`config.mk`:
```
export PLATFORM = sky130hd
export DESIGN_NAME = gray_track_decoder
export DESIGN_NICKNAME = d
export VERILOG_FILES = /design/src/rtl/gray_pkg.sv /design/src/rtl/gray_sync.sv /design/src/rtl/gray_track_decoder.sv
export SDC_FILE = /design/constraint.sdc
export NUM_CORES = 1
export LEC_CHECK = 0
export BUFFER_PORTS_ARGS = -buffer_cell sky130_fd_sc_hd__buf_2
export CAP_MARGIN = 20
export CELL_PAD_IN_SITES_DETAIL_PLACEMENT = 0
export CELL_PAD_IN_SITES_GLOBAL_PLACEMENT = 1
export CORE_MARGIN = 2
export CORE_UTILIZATION = 38
export CTS_BUF_LIST = sky130_fd_sc_hd__clkbuf_4 sky130_fd_sc_hd__clkbuf_8 sky130_fd_sc_hd__clkbuf_16
export CTS_CLUSTER_DIAMETER = 120
export DETAILED_ROUTE_END_ITERATION = 10
export PLACE_DENSITY = 0.73
export SETUP_SLACK_MARGIN = 0.15
export SLEW_MARGIN = 20
export SYNTH_ARGS = -nofsm -noshare
export SYNTH_HDL_FRONTEND = slang
export SYNTH_SLANG_ARGS = --single-unit
```
`constraint.sdc`:
```
create_clock -name i_clk -period 3.1 [get_ports i_clk]
set_clock_uncertainty 0.1 [all_clocks]
set_input_delay 0.155 -clock i_clk [delete_from_list [all_inputs] [get_ports i_clk]]
set_output_delay 0.155 -clock i_clk [all_outputs]
set_load 0.01 [all_outputs]
```
`src/rtl/gray_pkg.sv`:
```
// rtl/gray_pkg.sv - shared types and Gray decode helper for the Gray position tracker
package gray_pkg;

    localparam int ERR_CNT_W  = 8;
    localparam int GRAY_MAX_W = 32;

    typedef enum logic [0:0] {
        SEED  = 1'b0,
        TRACK = 1'b1
    } state_t;

    // Upper bits are zero after extension, so they also decode to zero.
    // The result therefore holds for any WIDTH up to GRAY_MAX_W.
    function automatic logic [GRAY_MAX_W-1:0] gray2bin(input logic [GRAY_MAX_W-1:0] g);
        logic [GRAY_MAX_W-1:0] b;
        b[GRAY_MAX_W-1] = g[GRAY_MAX_W-1];
        for (int i = GRAY_MAX_W - 2; i >= 0; i--) begin
            b[i] = b[i+1] ^ g[i];
        end
        return b;
    endfunction

endpackage

```
`src/rtl/gray_sync.sv`:
```
// rtl/gray_sync.sv - multi-flop synchroniser for a Gray word crossing into this clock domain
module gray_sync #(
    parameter int WIDTH       = 4,
    parameter int SYNC_STAGES = 2
) (
    input  logic             i_clk,
    input  logic             i_rst_n,
    input  logic [WIDTH-1:0] i_async,
    output logic [WIDTH-1:0] o_sync
);

    logic [WIDTH-1:0] r_sync [SYNC_STAGES];

    always_ff @(posedge i_clk or negedge i_rst_n) begin
        if (!i_rst_n) begin
            for (int i = 0; i < SYNC_STAGES; i++) begin
                r_sync[i] <= '0;
            end
        end else begin
            r_sync[0] <= i_async;
            for (int i = 1; i < SYNC_STAGES; i++) begin
                r_sync[i] <= r_sync[i-1];
            end
        end
    end

    assign o_sync = r_sync[SYNC_STAGES-1];

endmodule

```
`src/rtl/gray_track_decoder.sv`:
```
// rtl/gray_track_decoder.sv - tracks a synchronised Gray position, flags +/-1 steps and illegal jumps
module gray_track_decoder
    import gray_pkg::*;
#(
    parameter int WIDTH       = 4,
    parameter int SYNC_STAGES = 2
) (
    input  logic                 i_clk,
    input  logic                 i_rst_n,
    input  logic [WIDTH-1:0]     i_gray_in,
    input  logic                 i_clr,
    output logic [WIDTH-1:0]     o_bin_out,
    output logic                 o_pos_valid,
    output logic                 o_dir,
    output logic                 o_step_err,
    output logic [ERR_CNT_W-1:0] o_err_count
);

    localparam int CNT_W = $clog2(SYNC_STAGES + 1);

    logic [WIDTH-1:0]     w_g_sync;
    logic [WIDTH-1:0]     w_b_new;
    logic [WIDTH-1:0]     w_diff;

    state_t               r_state;
    logic [CNT_W-1:0]     r_seed_cnt;
    logic [WIDTH-1:0]     r_b_prev;
    logic                 r_pos_valid;
    logic                 r_dir;
    logic                 r_step_err;
    logic [ERR_CNT_W-1:0] r_err_count;

    gray_sync #(
        .WIDTH       (WIDTH),
        .SYNC_STAGES (SYNC_STAGES)
    ) u_sync (
        .i_clk   (i_clk),
        .i_rst_n (i_rst_n),
        .i_async (i_gray_in),
        .o_sync  (w_g_sync)
    );

    assign w_b_new = WIDTH'(gray2bin(GRAY_MAX_W'(w_g_sync)));
    assign w_diff  = w_b_new - r_b_prev;

    always_ff @(posedge i_clk or negedge i_rst_n) begin
        if (!i_rst_n) begin
            r_state     <= SEED;
            r_seed_cnt  <= '0;
            r_b_prev    <= '0;
            r_pos_valid <= 1'b0;
            r_dir       <= 1'b0;
            r_step_err  <= 1'b0;
            r_err_count <= '0;
        end else begin
            r_pos_valid <= 1'b0;
            case (r_state)
                // Synchroniser still holds reset zeros until it has filled.
                SEED: begin
                    if (r_seed_cnt == CNT_W'(SYNC_STAGES)) begin
                        r_b_prev <= w_b_new;
                        r_state  <= TRACK;
                    end else begin
                        r_seed_cnt <= r_seed_cnt + 1'b1;
                    end
                end
                TRACK: begin
                    r_b_prev <= w_b_new;
                    if (w_diff == WIDTH'(1)) begin
                        r_pos_valid <= 1'b1;
                        r_dir       <= 1'b1;
                    end else if (w_diff == '1) begin
                        r_pos_valid <= 1'b1;
                        r_dir       <= 1'b0;
                    end else if (w_diff != '0) begin
                        r_step_err <= 1'b1;
                        if (r_err_count != '1) begin
                            r_err_count <= r_err_count + 1'b1;
                        end
                    end
                end
                default: r_state <= SEED;
            endcase
            if (i_clr) begin
                r_step_err  <= 1'b0;
                r_err_count <= '0;
            end
        end
    end

    assign o_bin_out   = r_b_prev;
    assign o_pos_valid = r_pos_valid;
    assign o_dir       = r_dir;
    assign o_step_err  = r_step_err;
    assign o_err_count = r_err_count;

endmodule

```
==> flow_summary.ini <==
[finish]
n_fill_cell = 283
nets = 172
drive_gt1_share_pct = 39.2
diodes = 0
syn2layout_area_growth_pct = 35.9
fin_util_pct = 55.4
layoutNonFillerInstCount = 202

[cts]
cts-root-buf = clkbuf_4
clkTransAtPathRegs_ns = 0.15
clock_latency_ns = 0.33
cts_tree = done
cts.path.max_buffers = 2
htreeDepth = 1
cts.sinks = 26
cts_buffers = 3

[hold_path]
hold_path.class = primary input to flip-flop

[power_and_ir_drop]
power.density_mw_per_mm2 = 619
power.total_mw = 1.06
vdd_drop_max_uv = 271
leakage_nw = 0.796

[setup_path]
required_ns = 3.28
start_kind = flip-flop
worstPathArrival_ns = 3.27
worstSetupPathType = flip-flop to flip-flop
path_max_fanout = 4
endpoint_kind = flip-flop

[sta]
fin_ws_ns = 0.00599
setup-violations-final = 0
rsz0062_at_grt = true
final-hold-violation-count = 0
maxSlewViolCount = 0
max_freq_ghz = 0.323
period_share_pct = 99.8
tightest_slew_ns = 0.587
fin_crit_ns = 3.09
slew_headroom_pct = 60.9

[place]
dp_hpwl_mm = 1.66
portBuffers = 21
dp_cells = 183
place_ws_ns = -0.0387
gp_congestion = 0.773

[flow_run]
max_cap_violations = 0

[drt]
wl_per_cell_um = 13.5
drc = 0
num_vias = 1006
via_per_inst = 4.98
finalWirelength_mm = 2.73
dr.pass1.iters = 4
drt_iter0_markers = 43
ant_nets = 0

[global_route]
grt_max_degree = 27
grt_pass1_vias = 1004
grt_overflow = 0
grtUsageTotal_pct = 16.0
grt_pass1_wl_mm = 4.42
antenna_found_initial = 0

[synthesis]
synth_area_mm2 = 0.00126
syn_inst = 117
syn_area_per_cell_um2 = 10.8
synth_edf_count = 0
ys_async_sr_fraction_pct = 100
ys_seq_area_share_pct = 51.4
synth_fp_nets = 130
synth_common_cells = 26 x dfrtp_1, 12 x nor2_1, 11 x nand2_1
ys_warn_count = 0
synth_ff_type = dfrtp_1
yosysTopAreaCellShare_pct = 51.4
netlist.top_cell.by_area = dfrtp_1
ys_top_cells_by_area = dfrtp_1 51%, ha_1 4.9%, nor2_1 3.6%
synth-seq-cells = 26
synth_most_common_cell = dfrtp_1
synthDistinctLibCells = 39

[die]
core-area_mm2 = 0.00310
die_h_um = 61.7
start_util_pct = 40.8
die_x_um = 61.7
dieArea_mm2 = 0.00381
ios = 22
rows = 20

[status]
status = completed
logic make-up (layout without fill, tap and decap cells):
| group | after synthesis | after routing | share of synthesized area, % |
|---|---|---|---|
| AOI/OAI and AO/OA | 20 | 20 | 11.9 |
| xor gates and xnor gates | 6 | 6 | 4.15 |
| adders and majority gates | 6 | 6 | 6.53 |
| buffers and inverters | 10 | 51 | 3.56 |
| DFF | 26 | 26 | 51.4 |
| muxes | 6 | 6 | 5.14 |
| and+or+nand+nor | 43 | 43 | 17.3 |
stage by stage:
stage	cell area, um^2	hold slack [ns]	setup TNS, ns
6_report	1720	0.00731	0
5_1_grt	1720	0.0170	-0.435
4_1_cts	1650	0.000840	0
3_5_place_dp	1440	0.0927	-0.0387
3_3_place_gp	1440	0.0851	0
2_1_floorplan	1270	-0.241	0
report_power, final:
group          internal (mW)  switching (mW)  total (mW)
registers              0.378          0.0340       0.412
clock network          0.131           0.108       0.239
logic                  0.210           0.203       0.413
total                  0.719           0.345        1.06
state kept, by name, indices dropped and copies added (netlist names):
register,flops
o_pos_valid,1
o_bin_out,4
o_err_count,8
r_state,1
u_sync.o_sync,4
r_seed_cnt,2
u_sync.r_sync,4
o_step_err,1
o_dir,1
metal layers:
metal | part of all wire, % | track usage (%) | up-vias | wire (um)
li1 | - | - | 484 | -
met1 | 47 | 22.1 | 494 | 1280
met2 | 48 | 25.9 | 23 | 1310
met3 | 3.4 | 1.86 | 5 | 93
met4 | 1.8 | 6.38 | 0 | 49
met5 | 0 | 0 | - | 0
path summary, 6_finish.rpt:
| kind | from | end | slack [ns] | cells past startpoint |
|---|---|---|---|---|
| setup / recovery | u_sync.o_sync[2]$_DFF_PN0_ | o_err_count[3]$_DFFE_PN0P_ | 0.006 | 13 |
| hold / removal | i_clr | o_err_count[3]$_DFFE_PN0P_ | 0.007 | 2 |
| setup reg to reg | u_sync.o_sync[2]$_DFF_PN0_ | o_err_count[3]$_DFFE_PN0P_ | 0.006 | 13 |
| hold reg to reg | u_sync.r_sync[7]$_DFF_PN0_ | u_sync.o_sync[3]$_DFF_PN0_ | 0.27 | 0 |
| max in group asynchronous | i_rst_n | o_step_err$_DFFE_PN0P_ | 2.27 | 2 |
| min in group asynchronous | i_rst_n | o_dir$_DFFE_PN0P_ | 0.24 | 2 |
final cells by class:
class	count	area, um^2	share of cell area [%]
Clock buffer	3	22.5	1.31
Inverter	8	30.0	1.75
Timing Repair Buffer	39	260	15.1
Sequential cell	26	651	37.8
Multi-Input combinational cell	81	671	39.0
Tap cell	44	55.1	3.20
Clock inverter	1	30.0	1.75
what timing repair did:
item / 4_1_cts / 5_1_grt
pin swaps: 11 / 9
gates resized for setup: 12 / 8
hold buffers: 5 / 0
setup endpoints to repair: 9 / 9
setup buffers: 7 / 3
hold endpoints to repair: 30 / 0
worst max-delay path, cell delays in order, from the launching register on:
cell and delay (ns):
dfrtp_1 0.42, xor2_2 0.24, xor2_2 0.23, buf_4 0.15
buf_4 0.10, inv_1 0.06, fa_2 0.38, xor2_2 0.21
or3_4 0.18, o31ai_4 0.06, buf_6 0.15, buf_6 0.11
or4_1 0.51, a21oi_1 0.15
cells in the final DEF (no fill, tap or decap), drive strengths merged, types with 2 or more instances in the layout:
cell type	n
buf	34
dfrtp	26
nor2	12
nand2	11
inv	8
a21oi	6
dlygate4sd3	5
ha	5
o21ai	4
nor2b	4
xor2	4
mux2	4
nand4	3
clkbuf	3
o31ai	3
mux2i	2
xnor2	2
and3	2
o21ba	2
nor4	2
nor3	2
Note: power is estimated with default switching activity, not from simulation.
